File: src/rtl/uart_rx.sv
`default_nettype none
// ============================================================================
// Module   : uart_rx
// Purpose  : 8x-oversampled UART receiver (start, DATA_BITS data LSB first,
//            optional parity, one stop bit). Received words are delivered
//            through a one-deep valid/ready holding register with frame,
//            parity and overrun flags.
// Revision : 1.0 - initial release
// ============================================================================
module uart_rx #(
  parameter int DATA_BITS  = 8,
  parameter int PARITY_EN  = 0,
  parameter int PARITY_ODD = 0
) (
  input  logic                 clk,
  input  logic                 rst_n,
  input  logic                 clk_rx,
  input  logic                 rx,
  input  logic                 rx_ready,
  output logic [DATA_BITS-1:0] rx_data,
  output logic                 rx_valid,
  output logic                 frame_err,
  output logic                 parity_err,
  output logic                 overrun,
  output logic                 busy
);

  localparam logic       c_par_en   = (PARITY_EN != 0);
  localparam logic       c_par_odd  = (PARITY_ODD != 0);
  localparam logic [3:0] c_last_bit = 4'(DATA_BITS - 1);

  typedef enum logic [2:0] {
    S_IDLE   = 3'd0,
    S_START  = 3'd1,
    S_DATA   = 3'd2,
    S_PARITY = 3'd3,
    S_STOP   = 3'd4,
    S_BREAK  = 3'd5
  } state_t;

  state_t                 r_state;
  state_t                 w_state_nxt;
  logic [2:0]             r_tick_cnt;
  logic [2:0]             w_tick_cnt_nxt;
  logic [3:0]             r_bit_cnt;
  logic [3:0]             w_bit_cnt_nxt;
  logic [DATA_BITS-1:0]   r_shift;
  logic [DATA_BITS-1:0]   w_shift_nxt;
  logic                   r_perr;
  logic                   w_perr_nxt;
  logic                   w_deliver;

  logic                   r_clk_rx_q;
  logic                   r_rx_meta;
  logic                   r_rx_s;
  logic                   w_tick;
  logic                   w_consume;
  logic                   w_load;
  logic                   w_drop;

  logic [DATA_BITS-1:0]   r_rx_data;
  logic                   r_rx_valid;
  logic                   r_frame_err;
  logic                   r_parity_err;
  logic                   r_overrun;

  // Rising edge of the 8x-baud level gives a one-clk sampling strobe.
  assign w_tick = clk_rx & ~r_clk_rx_q;

  // clk_rx history flop and two-flop synchronizer for the asynchronous line.
  always_ff @(posedge clk or negedge rst_n) begin
    if (!rst_n) begin
      r_clk_rx_q <= 1'b0;
      r_rx_meta  <= 1'b1;
      r_rx_s     <= 1'b1;
    end else begin
      r_clk_rx_q <= clk_rx;
      r_rx_meta  <= rx;
      r_rx_s     <= r_rx_meta;
    end
  end

  // State, counters and shift register; everything below IDLE is discarded on reset.
  always_ff @(posedge clk or negedge rst_n) begin
    if (!rst_n) begin
      r_state    <= S_IDLE;
      r_tick_cnt <= 3'd0;
      r_bit_cnt  <= 4'd0;
      r_shift    <= '0;
      r_perr     <= 1'b0;
    end else begin
      r_state    <= w_state_nxt;
      r_tick_cnt <= w_tick_cnt_nxt;
      r_bit_cnt  <= w_bit_cnt_nxt;
      r_shift    <= w_shift_nxt;
      r_perr     <= w_perr_nxt;
    end
  end

  // Next-state logic: all sampling happens on tick cycles only.
  always_comb begin
    w_state_nxt    = r_state;
    w_tick_cnt_nxt = r_tick_cnt;
    w_bit_cnt_nxt  = r_bit_cnt;
    w_shift_nxt    = r_shift;
    w_perr_nxt     = r_perr;
    w_deliver      = 1'b0;
    if (w_tick) begin
      case (r_state)
        S_IDLE: begin
          if (!r_rx_s) begin
            w_state_nxt    = S_START;
            w_tick_cnt_nxt = 3'd0;
          end
        end
        S_START: begin
          if (r_tick_cnt == 3'd3) begin
            // Start bit still low at its midpoint: a real frame, else a glitch.
            if (!r_rx_s) begin
              w_state_nxt    = S_DATA;
              w_tick_cnt_nxt = 3'd0;
              w_bit_cnt_nxt  = 4'd0;
              w_perr_nxt     = 1'b0;
            end else begin
              w_state_nxt    = S_IDLE;
            end
          end else begin
            w_tick_cnt_nxt = r_tick_cnt + 3'd1;
          end
        end
        S_DATA: begin
          if (r_tick_cnt == 3'd7) begin
            w_shift_nxt    = {r_rx_s, r_shift[DATA_BITS-1:1]};
            w_bit_cnt_nxt  = r_bit_cnt + 4'd1;
            w_tick_cnt_nxt = 3'd0;
            if (r_bit_cnt == c_last_bit) begin
              w_state_nxt = c_par_en ? S_PARITY : S_STOP;
            end
          end else begin
            w_tick_cnt_nxt = r_tick_cnt + 3'd1;
          end
        end
        S_PARITY: begin
          if (r_tick_cnt == 3'd7) begin
            w_perr_nxt     = (^r_shift) ^ r_rx_s ^ c_par_odd;
            w_tick_cnt_nxt = 3'd0;
            w_state_nxt    = S_STOP;
          end else begin
            w_tick_cnt_nxt = r_tick_cnt + 3'd1;
          end
        end
        S_STOP: begin
          if (r_tick_cnt == 3'd7) begin
            w_deliver      = 1'b1;
            w_tick_cnt_nxt = 3'd0;
            w_state_nxt    = r_rx_s ? S_IDLE : S_BREAK;
          end else begin
            w_tick_cnt_nxt = r_tick_cnt + 3'd1;
          end
        end
        S_BREAK: begin
          // Line must return high before another start edge is accepted.
          if (r_rx_s) begin
            w_state_nxt = S_IDLE;
          end
        end
        default: begin
          w_state_nxt = S_IDLE;
        end
      endcase
    end
  end

  assign w_consume = r_rx_valid & rx_ready;
  assign w_load    = w_deliver & (~r_rx_valid | w_consume);
  assign w_drop    = w_deliver & ~w_load;

  // One-deep holding register: a delivery wins over a same-cycle consume.
  always_ff @(posedge clk or negedge rst_n) begin
    if (!rst_n) begin
      r_rx_data    <= '0;
      r_rx_valid   <= 1'b0;
      r_frame_err  <= 1'b0;
      r_parity_err <= 1'b0;
      r_overrun    <= 1'b0;
    end else begin
      if (w_load) begin
        r_rx_data    <= r_shift;
        r_frame_err  <= ~r_rx_s;
        r_parity_err <= r_perr;
        r_rx_valid   <= 1'b1;
      end else if (w_consume) begin
        r_rx_valid   <= 1'b0;
      end
      if (w_drop) begin
        r_overrun <= 1'b1;
      end else if (w_consume) begin
        r_overrun <= 1'b0;
      end
    end
  end

  assign rx_data    = r_rx_data;
  assign rx_valid   = r_rx_valid;
  assign frame_err  = r_frame_err;
  assign parity_err = r_parity_err;
  assign overrun    = r_overrun;
  assign busy       = (r_state != S_IDLE);

endmodule
`default_nettype wire

File: config.mk
export PLATFORM = sky130hd
export DESIGN_NAME = uart_rx
export DESIGN_NICKNAME = d
export VERILOG_FILES = /design/src/rtl/uart_rx.sv
export SDC_FILE = /design/constraint.sdc
export NUM_CORES = 1
export LEC_CHECK = 0
export BUFFER_PORTS_ARGS = -buffer_cell sky130_fd_sc_hd__buf_2
export CORE_UTILIZATION = 51
export DETAILED_ROUTE_END_ITERATION = 8
export GPL_TIMING_DRIVEN = 0
export PLACE_DENSITY = 0.74
export SYNTH_ARGS = -nofsm -noshare
export SYNTH_HDL_FRONTEND = slang
export SYNTH_SLANG_ARGS = --single-unit
File: constraint.sdc
create_clock -name clk -period 1.9 [get_ports clk]
set_clock_uncertainty 0.05 [all_clocks]
set_input_delay 0.38 -clock clk [delete_from_list [all_inputs] [get_ports clk]]
set_output_delay 0.38 -clock clk [all_outputs]
set_load 0.02 [all_outputs]
==> qor.yml <==
synthesis:
  synthCells: 129
  synth-seq-cells: 34
  postSynthNetCount: 139
  synth_cell_types: 39
  synth.area.top_cells: "dfrtp_1, mux2_2, ha_1"
  syn_area_per_cell_um2: 12.7
  synth_top_area_share_pct: 49.0
  ys_seq_area_share_pct: 52.2
  synth_area_leader_cell: "dfrtp_1"
  synthesis.area_mm2: 0.00164
  yosysWarnings: 0
timing:
  fmax_mhz: 547
  finalCriticalPeriod_ns: 1.83
  maxSlewHeadroom_pct: 50.8
  hold_viol_final: 0
  fin_crit_sh_pct: 96.2
  setup_viol: 0
  report.final.slew_viol_count: 0
  tightest_slew_ns: 0.739
  tns_ns: 0
setup_path:
  required_ns: 2.08
  critPathArrivalTime_ns: 2.00
  start_kind: "register"
  path_max_fanout: 10
  slowest_stage: "dfrtp_1"
  cp_cell_sequence: "buf_4 -> nor3b_4 -> nand3_2 -> a21oi_4 -> buf_12 -> mux2_2"
  cp-end-kind: "register"
  reg2regPathDepth: 6
  cp_slowest_stage_delay_ns: 0.39
  path_class: "reg2reg"
pwr:
  peakVddDrop_v: 0.000510
  p_per_area_mw_per_mm2: 787
  leakagePower_nw: 0.950
  p_total_w: 0.00152
floorplanning:
  core_mm2: 0.00305
  die_x_um: 58.6
  io_pins: 18
  die_area_mm2: 0.00344
  dieHeight_um: 58.6
  rows: 20
  initial_core_util_pct: 53.6
routing:
  drt-vias-per-instance: 5.36
  wl_per_cell_um: 13.7
  drt_iter0_drc: 51
  wl_um: 2770
  vias: 1082
  first_pass_iters: 4
  antenna_left: 0
  drc: 0
finish:
  area_growth_syn_to_layout_pct: 18.2
  fin_util_pct: 63.3
  nets: 167
  antenna_cells: 0
  drive_gt1_share_pct: 39.9
cts:
  cts-htree-levels: 2
  clk_latency_ns: 0.34
  numCtsBuffers: 5
  cts_tree: "yes"
  ctsHoldBuffers: 0
  clockBufferDepth: 2
  clock-sinks: 34
  clk_pin_slew_ns: 0.10
  cts_root_buffer: "clkbuf_4"
worst_hold_path:
  min_path_type: "in2async"
grt:
  grt_max_degree: 35
  track_usage_pct: 18.8
  grt.overflow.total: 0
  grt_pass1_wl_um: 4690
  antenna_found_initial: 0
  first_global_vias: 1049
placement:
  routabilityCongestion: 0.844
  io_buffers: 17
  place_hpwl_um: 1900
run:
  cap_violations: 0
run_status:
  status: "finished, final reports clean"
placed cells by master, fill, tap and decap left out, types with 2 or more instances in the layout:
cell type / Yosys / routed
dfrtp_1: 32 / 32
mux2_2: 19 / 19
buf_2: 0 / 17
inv_1: 7 / 7
nor2_1: 6 / 5
a21oi_1: 5 / 5
xnor2_1: 5 / 5
clkbuf_4: 0 / 5
buf_4: 1 / 4
o21ai_0: 5 / 4
nand2_1: 4 / 3
nand2b_1: 3 / 3
xor2_1: 3 / 3
ha_1: 5 / 3
nor2b_1: 2 / 2
a31oi_1: 2 / 2
nor3b_2: 1 / 2
a22o_1: 2 / 2
and2_1: 2 / 2
o211ai_1: 2 / 2
a32o_1: 2 / 2
dfstp_2: 2 / 2
power breakdown:
part | switching [W] | internal (W) | total (W)
sequential | 0.0000561 | 0.000768 | 0.000824
clock | 0.000235 | 0.000179 | 0.000414
combinational | 0.000149 | 0.000134 | 0.000283
total | 0.000439 | 0.00108 | 0.00152
logic make-up (layout without fill, tap and decap cells):
family,Yosys count,after routing,synth area share [%]
xor gates and xnor gates,9,9,5.66
DFF,34,34,52.2
buffers and inverters,10,38,2.98
AOI/OAI and AO/OA,25,25,11.2
and+or+nand+nor,26,27,10.5
muxes,20,20,13.7
adders and majority gates,5,5,3.83
cell usage after synthesis:
cell,instances
a41oi_1,1
o21ai_0,5
a21oi_1,5
dfstp_2,2
nor2_1,6
clkbuf_1,1
nor3b_2,1
buf_4,1
dfrtp_1,32
o21bai_1,1
o211ai_1,2
and2_1,2
nor3b_1,1
and3_1,1
xnor2_1,5
nor4bb_1,1
nor3b_4,1
ha_1,5
and2b_1,1
xor2_1,3
mux2i_1,1
a31oi_1,2
nand4b_1,1
nor2b_1,2
xnor3_1,1
o2bb2ai_1,1
nand2b_1,3
a22o_1,2
inv_1,7
a32o_1,2
nand2_1,4
o311ai_0,1
nand3_2,1
a32oi_1,1
a2bb2oi_1,1
and3b_1,1
a21oi_4,1
mux2_2,19
buf_6,1
through the flow:
step	cell area, um2	hold slack [ns]	setup WS (ns)	std cells
after global routing	1930	0.0577	-0.0411	202
final	1930	0.0426	0.0721	202
after CTS	1880	0.0595	-0.0121	198
after global placement	1780	0.296	-0.170	190
after detailed placement	1780	0.297	-0.205	190
after floorplan	1640	0.0344	0.0289	129
area by class of cell:
class	instances	area, um2
tap	44	55.1
inverter	7	26.3
timing repair buffer	21	128
clock buffer	7	55.1
sequential	34	853
clock inverter	1	5.00
fill	252	1120
multi-input combinational	86	792
buffer	2	18.8
critical path: cells and delay by family (launching register included):
| family | cells | cell delay [ns] |
|---|---|---|
| AO/OA/AOI/OAI | 1 | 0.16 |
| buffers and inverters | 2 | 0.33 |
| flip-flops | 1 | 0.39 |
| multiplexers | 1 | 0.34 |
| AND/OR/NAND/NOR | 2 | 0.46 |
timing repair:
| action | in CTS | in global routing |
|---|---|---|
| resized for setup | 9 | 3 |
| endpoints found under the setup margin | 14 | 16 |
| pin swaps | 0 | 2 |
| buffers inserted | 0 | 4 |
| gates cloned | 1 | 0 |
final timing paths:
kind | from | slack [ns] | endpoint
setup / recovery | r_state[1] | 0.07 | rx_data[1]
hold / removal | rst_n | 0.04 | r_clk_rx_q
setup reg to reg | r_state[1] | 0.07 | rx_data[1]
hold reg to reg | r_rx_meta | 0.31 | r_rx_s
max in group asynchronous | rst_n | 1.28 | r_shift[6]
min in group clk | rx | 0.08 | r_rx_meta
sequential cells by signal, summed over array words and instances (netlist names):
| register | flops |
|---|---|
| frame_err | 1 |
| r_perr | 1 |
| overrun | 1 |
| rx_valid | 1 |
| r_bit_cnt | 4 |
| r_tick_cnt | 3 |
| r_state | 3 |
| r_shift | 8 |
| parity_err | 1 |
| rx_data | 8 |
| r_rx_meta | 1 |
| r_clk_rx_q | 1 |
| r_rx_s | 1 |
routing by layer:
metal | up-vias | wire, um | GRT usage (%)
met5 | - | 0 | 0
met4 | 0 | 49 | 7.14
met3 | 6 | 101 | 5.93
met2 | 17 | 1360 | 29.9
met1 | 544 | 1260 | 24.3
li1 | 515 | - | -
Note: power is estimated with default switching activity, not from simulation.
